## src/rtl/fc_stream_host_if.sv

```systemverilog
// fc_stream_host_if
//   Groups the two streaming channels between the host endpoint and a
//   fully-connected layer.
//   tx_*    : host -> layer input vector channel (input_valid/ready/data)
//   rx_*    : layer -> host result channel (output_valid/ready/data)
//   rx_hold : request from the environment to stall the result channel
//   master  : host side (fc_stream_host)
//   slave   : layer side (layer model / testbench)
//
// Handshake: a transfer happens on a rising clk edge where valid and ready
// are both high. The source holds valid high and data stable until that
// edge. The sink may raise or lower ready at any time. At most one
// element moves per cycle on each channel.
interface fc_stream_host_if #(
    parameter int T = 8
);
    logic         tx_valid;
    logic         tx_ready;
    logic [T-1:0] tx_data;
    logic         rx_valid;
    logic         rx_ready;
    logic [T-1:0] rx_data;
    logic         rx_hold;

    modport master (
        output tx_valid, tx_data, rx_ready,
        input  tx_ready, rx_valid, rx_data, rx_hold
    );

    modport slave (
        input  tx_valid, tx_data, rx_ready,
        output tx_ready, rx_valid, rx_data, rx_hold
    );
endinterface

```

## src/rtl/fc_stream_host.sv

```systemverilog
// fc_stream_host
//   Host-side endpoint for a streaming fully-connected layer. A parallel
//   load port fills an N-entry vector buffer. On start, the block streams
//   the N elements out on bus.tx_*. It then collects M results from bus.rx_*
//   into an M-entry result buffer, which can be read by address.
// Ports:
//   clk, reset        : clock, asynchronous active-high reset
//   load_en/addr/data : vector buffer write port (IDLE only, addr >= N ignored)
//   start             : begin a transaction (IDLE only)
//   busy              : state is not IDLE
//   done              : one-cycle pulse after the last result is stored
//   state_dbg         : current FSM state encoding (IDLE=0 SEND=1 RECV=2 DONE=3)
//   bus               : tx/rx streaming channels (master modport)
//   rd_addr / rd_data : combinational result buffer read (0 when addr >= M)
module fc_stream_host #(
    parameter int M = 6,
    parameter int N = 6,
    parameter int T = 8
) (
    input  logic                                clk,
    input  logic                                reset,
    input  logic                                load_en,
    input  logic [((N > 1) ? $clog2(N) : 1)-1:0] load_addr,
    input  logic [T-1:0]                        load_data,
    input  logic                                start,
    output logic                                busy,
    output logic                                done,
    output logic [1:0]                          state_dbg,
    fc_stream_host_if.master                    bus,
    input  logic [((M > 1) ? $clog2(M) : 1)-1:0] rd_addr,
    output logic [T-1:0]                        rd_data
);
    localparam int NW = (N > 1) ? $clog2(N) : 1;
    localparam int MW = (M > 1) ? $clog2(M) : 1;

    typedef enum logic [1:0] {
        IDLE = 2'd0,
        SEND = 2'd1,
        RECV = 2'd2,
        DONE = 2'd3
    } state_t;

    state_t          state;
    logic [NW-1:0]   tx_cnt;
    logic [MW-1:0]   rx_cnt;
    logic            tx_valid_q;
    logic [T-1:0]    vec [N];
    logic [T-1:0]    res [M];
    logic            rx_ready_c;

    // rx_ready must react to rx_hold in the same cycle, so it is
    // decoded from state rather than registered.
    assign rx_ready_c   = (state == RECV) && !bus.rx_hold;
    assign bus.rx_ready = rx_ready_c;

    // tx_data is forced to 0 outside SEND so the port is quiet while the
    // buffer is being loaded.
    assign bus.tx_valid = tx_valid_q;
    assign bus.tx_data  = tx_valid_q ? vec[tx_cnt] : '0;

    assign rd_data   = (int'(rd_addr) < M) ? res[rd_addr] : '0;
    assign state_dbg = state;

    always_ff @(posedge clk or posedge reset) begin
        if (reset) begin
            state      <= IDLE;
            tx_cnt     <= '0;
            rx_cnt     <= '0;
            tx_valid_q <= 1'b0;
            busy       <= 1'b0;
            done       <= 1'b0;
            for (int i = 0; i < N; i++) vec[i] <= '0;
            for (int i = 0; i < M; i++) res[i] <= '0;
        end else begin
            done <= 1'b0;
            case (state)
                IDLE: begin
                    // A write and a start in the same cycle both take
                    // effect: element 0 is read from vec only in SEND.
                    if (load_en && (int'(load_addr) < N))
                        vec[load_addr] <= load_data;
                    if (start) begin
                        state      <= SEND;
                        tx_cnt     <= '0;
                        rx_cnt     <= '0;
                        tx_valid_q <= 1'b1;
                        busy       <= 1'b1;
                    end
                end
                SEND: begin
                    if (tx_valid_q && bus.tx_ready) begin
                        // The counter stops at N-1 so vec is never
                        // indexed out of range.
                        if (tx_cnt == NW'(N - 1)) begin
                            state      <= RECV;
                            tx_valid_q <= 1'b0;
                        end else begin
                            tx_cnt <= tx_cnt + 1'b1;
                        end
                    end
                end
                RECV: begin
                    if (bus.rx_valid && rx_ready_c) begin
                        res[rx_cnt] <= bus.rx_data;
                        if (rx_cnt == MW'(M - 1)) begin
                            state <= DONE;
                            done  <= 1'b1;
                        end else begin
                            rx_cnt <= rx_cnt + 1'b1;
                        end
                    end
                end
                DONE: begin
                    state <= IDLE;
                    busy  <= 1'b0;
                end
                default: begin
                    state      <= IDLE;
                    tx_valid_q <= 1'b0;
                    busy       <= 1'b0;
                end
            endcase
        end
    end
endmodule

```

## src/flat_wrapper.sv

```systemverilog
// flat-port wrapper written by rule: the top's interface ports become plain ports
module fc_stream_host_flat 
#(
    parameter int M = 6,
    parameter int N = 6,
    parameter int T = 8
)
  (clk, reset, load_en, load_addr, load_data, start, busy, done, state_dbg, rd_addr, rd_data, bus_tx_valid, bus_tx_data, bus_rx_ready, bus_tx_ready, bus_rx_valid, bus_rx_data, bus_rx_hold);
  fc_stream_host_if #(.T(T)) bus_i ();
  input  logic clk;
  input  logic reset;
  input  logic load_en;
  input  logic [((N > 1) ? $clog2(N) : 1)-1:0] load_addr;
  input  logic [T-1:0] load_data;
  input  logic start;
  output logic busy;
  output logic done;
  output logic [1:0] state_dbg;
  input  logic [((M > 1) ? $clog2(M) : 1)-1:0] rd_addr;
  output logic [T-1:0] rd_data;
  output wire logic [$bits(bus_i.tx_valid)-1:0] bus_tx_valid;
  output wire logic [$bits(bus_i.tx_data)-1:0] bus_tx_data;
  output wire logic [$bits(bus_i.rx_ready)-1:0] bus_rx_ready;
  input wire logic [$bits(bus_i.tx_ready)-1:0] bus_tx_ready;
  input wire logic [$bits(bus_i.rx_valid)-1:0] bus_rx_valid;
  input wire logic [$bits(bus_i.rx_data)-1:0] bus_rx_data;
  input wire logic [$bits(bus_i.rx_hold)-1:0] bus_rx_hold;
  assign bus_tx_valid = bus_i.tx_valid;
  assign bus_tx_data = bus_i.tx_data;
  assign bus_rx_ready = bus_i.rx_ready;
  assign bus_i.tx_ready = bus_tx_ready;
  assign bus_i.rx_valid = bus_rx_valid;
  assign bus_i.rx_data = bus_rx_data;
  assign bus_i.rx_hold = bus_rx_hold;
  fc_stream_host #(.M(M), .N(N), .T(T)) u_core (.clk(clk), .reset(reset), .load_en(load_en), .load_addr(load_addr), .load_data(load_data), .start(start), .busy(busy), .done(done), .state_dbg(state_dbg), .bus(bus_i), .rd_addr(rd_addr), .rd_data(rd_data));
endmodule
```

## config.mk

```make
export PLATFORM = sky130hd
export DESIGN_NAME = fc_stream_host_flat
export DESIGN_NICKNAME = d
export VERILOG_FILES = /design/src/rtl/fc_stream_host_if.sv /design/src/rtl/fc_stream_host.sv /design/src/flat_wrapper.sv
export SDC_FILE = /design/constraint.sdc
export NUM_CORES = 1
export LEC_CHECK = 0
export CORE_ASPECT_RATIO = 1.2
export CORE_UTILIZATION = 47
export CTS_BUF_LIST = sky130_fd_sc_hd__clkbuf_4
export DETAILED_ROUTE_END_ITERATION = 8
export PLACE_DENSITY = 0.68
export SYNTH_ARGS = -nofsm -noshare
export SYNTH_HDL_FRONTEND = slang
export SYNTH_SLANG_ARGS = --single-unit
```

## constraint.sdc

```tcl
create_clock -name clk -period 3.8 [get_ports clk]
set_input_delay 0.76 -clock clk [delete_from_list [all_inputs] [get_ports clk]]
set_output_delay 0.76 -clock clk [all_outputs]
set_load 0.01 [all_outputs]
```

==> results of run 1 <==
cell families after synthesis:
group / after synthesis / share of synthesized area [%]
mux: 130 / 32.1
flops: 107 / 52.1
simple gates: 44 / 5.52
compound gates: 39 / 4.67
buf+inv: 39 / 3.41
fa+ha+maj: 9 / 2.19
cell usage after synthesis (all sizes together):
| cell | instances | area [um^2] |
|---|---|---|
| a21bo | 1 | 10.0 |
| a21oi | 6 | 30.0 |
| a22o | 2 | 17.5 |
| a31oi | 2 | 12.5 |
| and2 | 1 | 6.26 |
| and3b | 2 | 17.5 |
| buf | 14 | 81.3 |
| clkbuf | 3 | 11.3 |
| dfrtp | 107 | 2680 |
| ha | 9 | 113 |
| inv | 22 | 82.6 |
| mux2 | 97 | 1120 |
| mux2i | 17 | 170 |
| mux4 | 16 | 360 |
| nand2 | 10 | 37.5 |
| nand2b | 5 | 38.8 |
| nand3 | 7 | 35.0 |
| nand4 | 3 | 18.8 |
| nor2 | 3 | 13.8 |
| nor2b | 3 | 18.8 |
| nor3 | 5 | 25.0 |
| nor3b | 1 | 12.5 |
| nor4 | 2 | 42.5 |
| o21a | 1 | 7.51 |
| o21ai | 8 | 40.0 |
| o22ai | 18 | 113 |
| o32a | 1 | 10.0 |
| or3 | 1 | 6.26 |
| or4 | 1 | 11.3 |
final cells by class:
cell class	count	area, um^2	share of cell area [%]
tap	129	161	2.72
clock inverter	6	95.1	1.60
clock buffer	10	75.1	1.26
timing repair buffer	56	558	9.39
inverter	22	85.1	1.43
multi-input combinational	222	2290	38.5
sequential	107	2680	45.1
layer usage:
metal  wire length (um)  share of wire, %  up-vias
li1                   -                 -     1448
met3                284               2.9       14
met5                  0                 0        -
met2               4940                50       60
met1               4430                45     1562
met4                149               1.5        0
power by group through the flow:
stage               clock network (uW)  logic [uW]  registers [uW]
floorplan                            0        1050            1730
global placement                     0        1350            1840
detailed placement                   0        1390            1860
CTS                                669        1400            1830
global route                       708        1510            1890
finish                             648        1380            1830
worst paths after layout:
path / start / cells past startpoint / slack [ns] / to
setup / recovery: rd_addr[0] / 6 / 0.40 / rd_data[3]
hold / removal: u_core.res[39]$_DFFE_PP0P_ / 1 / 0.52 / u_core.res[39]$_DFFE_PP0P_
setup reg to reg: u_core.state_dbg[0]$_DFFE_PP0P_ / 5 / 1.47 / u_core.res[16]$_DFFE_PP0P_
hold reg to reg: u_core.res[39]$_DFFE_PP0P_ / 1 / 0.52 / u_core.res[39]$_DFFE_PP0P_
max in group asynchronous: reset / 3 / 2.36 / u_core.vec[5]$_DFFE_PP0P_
min in group asynchronous: reset / 2 / 0.73 / u_core.res[19]$_DFFE_PP0P_
worst register-to-register path: cells and delay by family (launching register included):
kind                       cells  cell delay, ns
muxes                          1            0.47
and+or+nand+nor                2            0.74
buffers and inverters          1            0.12
adders and majority gates      1            0.43
DFF                            1            0.46
through the flow:
| step | setup slack, ns | instances | power (uW) | utilization (%) | area [um^2] |
|---|---|---|---|---|---|
| 6_report | 0.404 | 552 | 3850 | 56.2 | 5940 |
| 5_1_grt | 0.286 | 552 | 4110 | 56.2 | 5940 |
| 4_1_cts | 0.391 | 552 | 3890 | 56.2 | 5940 |
| 3_5_place_dp | 0.402 | 536 | 3250 | 54.6 | 5770 |
| 3_3_place_gp | 0.418 | 536 | 3190 | 54.6 | 5770 |
| 2_1_floorplan | 0.223 | 368 | 2780 | - | 5140 |
sequential cells by signal, indices dropped and copies added (netlist names):
signal	count
u_core.vec	48
u_core.state_dbg	2
u_core.done	1
u_core.busy	1
u_core.res	48
u_core.tx_cnt	3
u_core.bus.tx_valid	1
u_core.rx_cnt	3
cell usage in the layout, fill, tap and decap left out, drive strengths merged:
cell and n:
a21bo 1, a21oi 6, a22o 2, a31oi 2, and2 1, and3b 2, buf 6, bufinv 2
clkbuf 10, clkdlybuf4s50 50, clkinv 2, dfrtp 107, ha 9, inv 24, mux2 97, mux2i 17
mux4 16, nand2 10, nand2b 5, nand3 7, nand4 3, nor2 3, nor2b 3, nor3 5
nor3b 1, nor4 2, o21a 1, o21ai 8, o22ai 18, o32a 1, or3 1, or4 1
==> results.toml, run 1 <==
[outcome]
status = "complete, no violations"

[power_and_ir_drop]
vdd_ir_drop_max_uv = 345
clock_share_of_power_pct = 16.8
power_leakage_uw = 0.00266
power_switching_uw = 1180
power.sequential.fraction_pct = 47.4
power_density_relative_to_cell_area_mw_per_mm2 = 648
intPower_uw = 2670
switching_share_pct = 30.7
power.share.combinational_pct = 35.7

[worst_setup_path]
critical-path-top-cell-by-count = "sky130_fd_sc_hd__clkdlybuf4s50_1"
timing_worst_setup_path_type = "in2out"
timing.critical_path.slowest_cell_delay_ns = 0.54
timing.critical_path.cells = "clkdlybuf4s50_1 -> buf_4 -> mux4_2 -> inv_1 -> o22ai_1 -> clkdlybuf4s50_1"
crit_arrival_ns = 2.64
cp_num_buf_inv = 4
kind_of_start_point_of_the_critical_path = "input port"
critPathTopFamily = "buffers and inverters"
required_ns = 3.04
crit_path_top_delay_cell = "sky130_fd_sc_hd__mux4_2"
worstPathMaxFanout = 14
timing.critical_path.to_type = "primary output"

[flow_run]
timing.max_cap.violations = 0

[clock_network]
clock_pin_slew_on_the_worst_setup_and_hold_paths_ns = 0.15
clk_path_buf_depth = 2
tritoncts.num_buffers = 9
clk_root_buffer_cell = "sky130_fd_sc_hd__clkbuf_4"
clk_latency_ns = 0.45
cts_hold_buffers = 0
cts_setup_buffers = 0
htree_num_levels = 3
tritoncts = "built"
numClockSinks = 107
cts.repair.resized = 0

[timing]
hold_viol = 0
slew_headroom_pct = 42.4
final_max_slew_viol_count = 0
rsz0062_at_grt = "no"
clock_period_minus_worst_slack_ns = 3.40
fin_skew_ns = 0.0176
max_freq_mhz = 294
finalCritPeriodShare_pct = 89.4
totalNegativeSetupSlack_ns = 0
hold-worst-slack_ns = 0.522
transition_at_the_pin_with_the_smallest_max_transition_slack_ns = 0.860
final-setup-viol-count = 0

[global_routing]
grt_util_met3_pct = 2.63
grtUsageTotal_pct = 19.2
grt_first_pass_wirelength_mm = 17.0
grt_use_met2_pct = 33.6
busiest_layer = "met2"
grt_pass1_vias = 3236
grt_antenna_before_repair = 0
grt.met1_usage_pct = 24.9
sum_of_overflow_across_all_layers_after_global_routing = 0
grt_start_max_net_pins = 59

[logic_synthesis]
mappedNetlistArea_mm2 = 0.00514
synth_cell_type_count = 36
syn_nets = 406
synthCells = 368
ys_seq_area_share_pct = 52.1
synthesis.yosys.warnings = 0
synth_area_per_cell_um2 = 14.0
ff_latch_count_synth = 107

[route]
drt_iter0_markers = 104
via_per_inst = 5.59
detailedRoute.firstPassIterationCount = 4
post-route-drc-count = 0
finalWirelength_mm = 9.80
postRouteAntennaNets = 0
vias_after_detailed_routing = 3084
drt-wirelength-per-cell_um = 17.8

[floorplan]
initial_utilization_pct = 48.7
top_level_ports = 51
die_extent_in_y_um = 117
rows = 41
area_of_the_die_mm2 = 0.0114
die_width_um = 97.5
floorplan.core_area_mm2 = 0.0106

[final_layout]
area.growth.synth_to_final_pct = 15.5
nFillCells = 882
design.final.nets = 456
antennaDiodeCount = 0
final_layout_size_suffix_gt1_share_pct = 34.0

[placed_design]
port_buffers = 50
gp_congestion = 0.750
hpwlAfterDp_mm = 6.82

[hold_path]
min-delay-path-class = "reg2reg"
Power figures use the tool's default switching activity.
==> run 2, diff against run 1 <==
--- a/config.mk
+++ b/config.mk
@@ -6,10 +6,9 @@
 export NUM_CORES = 1
 export LEC_CHECK = 0
 export CORE_ASPECT_RATIO = 1.2
-export CORE_UTILIZATION = 47
+export CORE_UTILIZATION = 25
 export CTS_BUF_LIST = sky130_fd_sc_hd__clkbuf_4
 export DETAILED_ROUTE_END_ITERATION = 8
-export PLACE_DENSITY = 0.68
 export SYNTH_ARGS = -nofsm -noshare
 export SYNTH_HDL_FRONTEND = slang
 export SYNTH_SLANG_ARGS = --single-unit
==> run 2 against run 1 <==
Compared with the run above: critical endpoint is now rd_data[2]; critical path type unchanged; combinational power grew 3%; critical path depth decreased by 2; non-clock buffer count shrank 2; largest power group unchanged.
==> results.toml, run 2 (synthesized netlist as in run 1, its figures left out) <==
[outcome]
status = "complete, no violations"

[final_layout]
final_layout_size_suffix_gt1_share_pct = 33.7
nFillCells = 2030
post-route-util_pct = 30.3
biggestRegsByFlops = "u_core.res x48, u_core.vec x48"
layout_commonest_cell = "sky130_fd_sc_hd__dfrtp_1"
final_cell_area_mm2 = 0.00611
area.growth.synth_to_final_pct = 18.8
final_cell_mix = "107 x sky130_fd_sc_hd__dfrtp_1, 89 x sky130_fd_sc_hd__mux2_2, 50 x sky130_fd_sc_hd__clkdlybuf4s50_1"
design.final.nets = 454
area_of_the_multi_input_gates_mm2 = 0.00229
seq_area_mm2 = 0.00268
stdcell_count = 687

[power_and_ir_drop]
power_leakage_uw = 0.00265
power_density_relative_to_cell_area_mw_per_mm2 = 637
vdd_ir_drop_max_uv = 306

[global_routing]
grt_use_met2_pct = 19.0
grt_util_met3_pct = 3.50
grt_pass1_vias = 3472
grt_start_max_net_pins = 56
grt.met1_usage_pct = 13.3
grt_first_pass_wirelength_mm = 18.4
busiest_layer = "met2"
grt_antenna_before_repair = 1
grtUsageTotal_pct = 11.2
sum_of_overflow_across_all_layers_after_global_routing = 0

[timing]
rsz0062_at_grt = "no"
transition_at_the_pin_with_the_smallest_max_transition_slack_ns = 0.806
hold_viol = 0
fin_skew_ns = 0.0121
finalCritPeriodShare_pct = 91.7
totalNegativeSetupSlack_ns = 0
final_max_slew_viol_count = 0
final-setup-viol-count = 0
clock_period_minus_worst_slack_ns = 3.49
max_freq_mhz = 287
slew_headroom_pct = 46.0

[route]
via_per_inst = 4.61
post-route-drc-count = 0
vias_after_detailed_routing = 3169
detailedRoute.firstPassIterationCount = 4
finalWirelength_mm = 11.0
drt_iter0_markers = 111
postRouteAntennaNets = 0
drt-wirelength-per-cell_um = 16.1

[worst_setup_path]
timing.critical_path.cells = "clkdlybuf4s50_1 -> nand2b_1 -> o22ai_1 -> clkdlybuf4s50_1"
required_ns = 3.04
timing.critical_path.slowest_cell_delay_ns = 0.67
cp_num_buf_inv = 2
timing.critical_path.to_type = "primary output"
rr_worst_depth = 5
reg2reg_setup_slack_ns = 1.41
critical-path-top-cell-by-count = "sky130_fd_sc_hd__clkdlybuf4s50_1"
timing.rr.start = "u_core.state_dbg[0]$_DFFE_PP0P_"
crit_arrival_ns = 2.73
worstPathMaxFanout = 9
kind_of_start_point_of_the_critical_path = "input port"
critPathTopFamily = "buffers and inverters"
crit_path_top_delay_cell = "sky130_fd_sc_hd__clkdlybuf4s50_1"
timing_worst_setup_path_type = "in2out"
timing.rr.end = "u_core.res[9]$_DFFE_PP0P_"

[clock_network]
cts.repair.resized = 0
cts_hold_buffers = 0
numClockSinks = 107
htree_num_levels = 3
clk_path_buf_depth = 2
cts_setup_buffers = 0
tritoncts.num_buffers = 9
tritoncts = "built"
clock_pin_slew_on_the_worst_setup_and_hold_paths_ns = 0.16
clk_latency_ns = 0.47
clk_root_buffer_cell = "sky130_fd_sc_hd__clkbuf_4"

[floorplan]
die_width_um = 133
area_of_the_die_mm2 = 0.0211
rows = 57
floorplan.core_area_mm2 = 0.0202
die_extent_in_y_um = 159
initial_utilization_pct = 25.5
top_level_ports = 51

[placed_design]
hpwlAfterDp_mm = 7.71
place_inst = 670
gp_congestion = 0.728
dpl_cell_area_mm2 = 0.00594
port_buffers = 50

[flow_run]
timing.max_cap.violations = 0

[hold_path]
min-delay-path-class = "reg2reg"
timing.hold.worst.start = "u_core.vec[34]$_DFFE_PP0P_"
holdPathStages = 1
min_delay_worst_endpoint = "u_core.vec[34]$_DFFE_PP0P_"
-- run 2: changes by cell type in the layout (fill, tap and decap cells not counted), sizes merged --
cell / previous run / this run
buf: 6 / 4
clkbuf: 10 / 9
clkinv: 2 / 3
diode: 0 / 1
-- run 2: worst max path at each step --
stage,start,to,slack [ns],cells past startpoint
after floorplan,reset,u_core.bus.tx_valid$_DFFE_PP0P_,0.22,1
after global placement,rd_addr[2],rd_data[2],0.35,4
after detailed placement,rd_addr[2],rd_data[2],0.31,4
after CTS,rd_addr[2],rd_data[2],0.30,4
after global routing,rd_addr[2],rd_data[2],0.23,4
final,rd_addr[2],rd_data[2],0.31,4
-- run 2: layer usage --
| layer | share of wire (%) | routed length (um) |
|---|---|---|
| met1 | 43 | 4750 |
| met2 | 51 | 5610 |
| met3 | 4.5 | 501 |
| met4 | 1.5 | 167 |
| met5 | 0 | 0 |
-- run 2: area by class of cell --
| class | instances | area share, % |
|---|---|---|
| tap | 265 | 5.43 |
| clock buffer | 9 | 1.11 |
| inverter | 22 | 1.39 |
| sequential | 107 | 43.8 |
| clock inverter | 7 | 1.64 |
| timing repair buffer | 54 | 9.09 |
| multi-input combinational | 222 | 37.5 |
| antenna | 1 | 0.0410 |
-- run 2: through the flow --
stage | total power, uW | hold slack [ns] | setup slack, ns
final | 3890 | 0.523 | 0.314
after global placement | 3200 | 0.483 | 0.349
after global routing | 4170 | 0.544 | 0.231
after CTS | 3950 | 0.526 | 0.296
after floorplan | 2780 | 0.474 | 0.223
after detailed placement | 3280 | 0.491 | 0.311
-- run 2: power breakdown --
| group | internal [uW] | leakage [uW] | switching (uW) |
|---|---|---|---|
| clock | 273 | 0.0000909 | 382 |
| combinational | 841 | 0.00117 | 584 |
| sequential | 1540 | 0.00139 | 271 |
| total | 2660 | 0.00265 | 1240 |
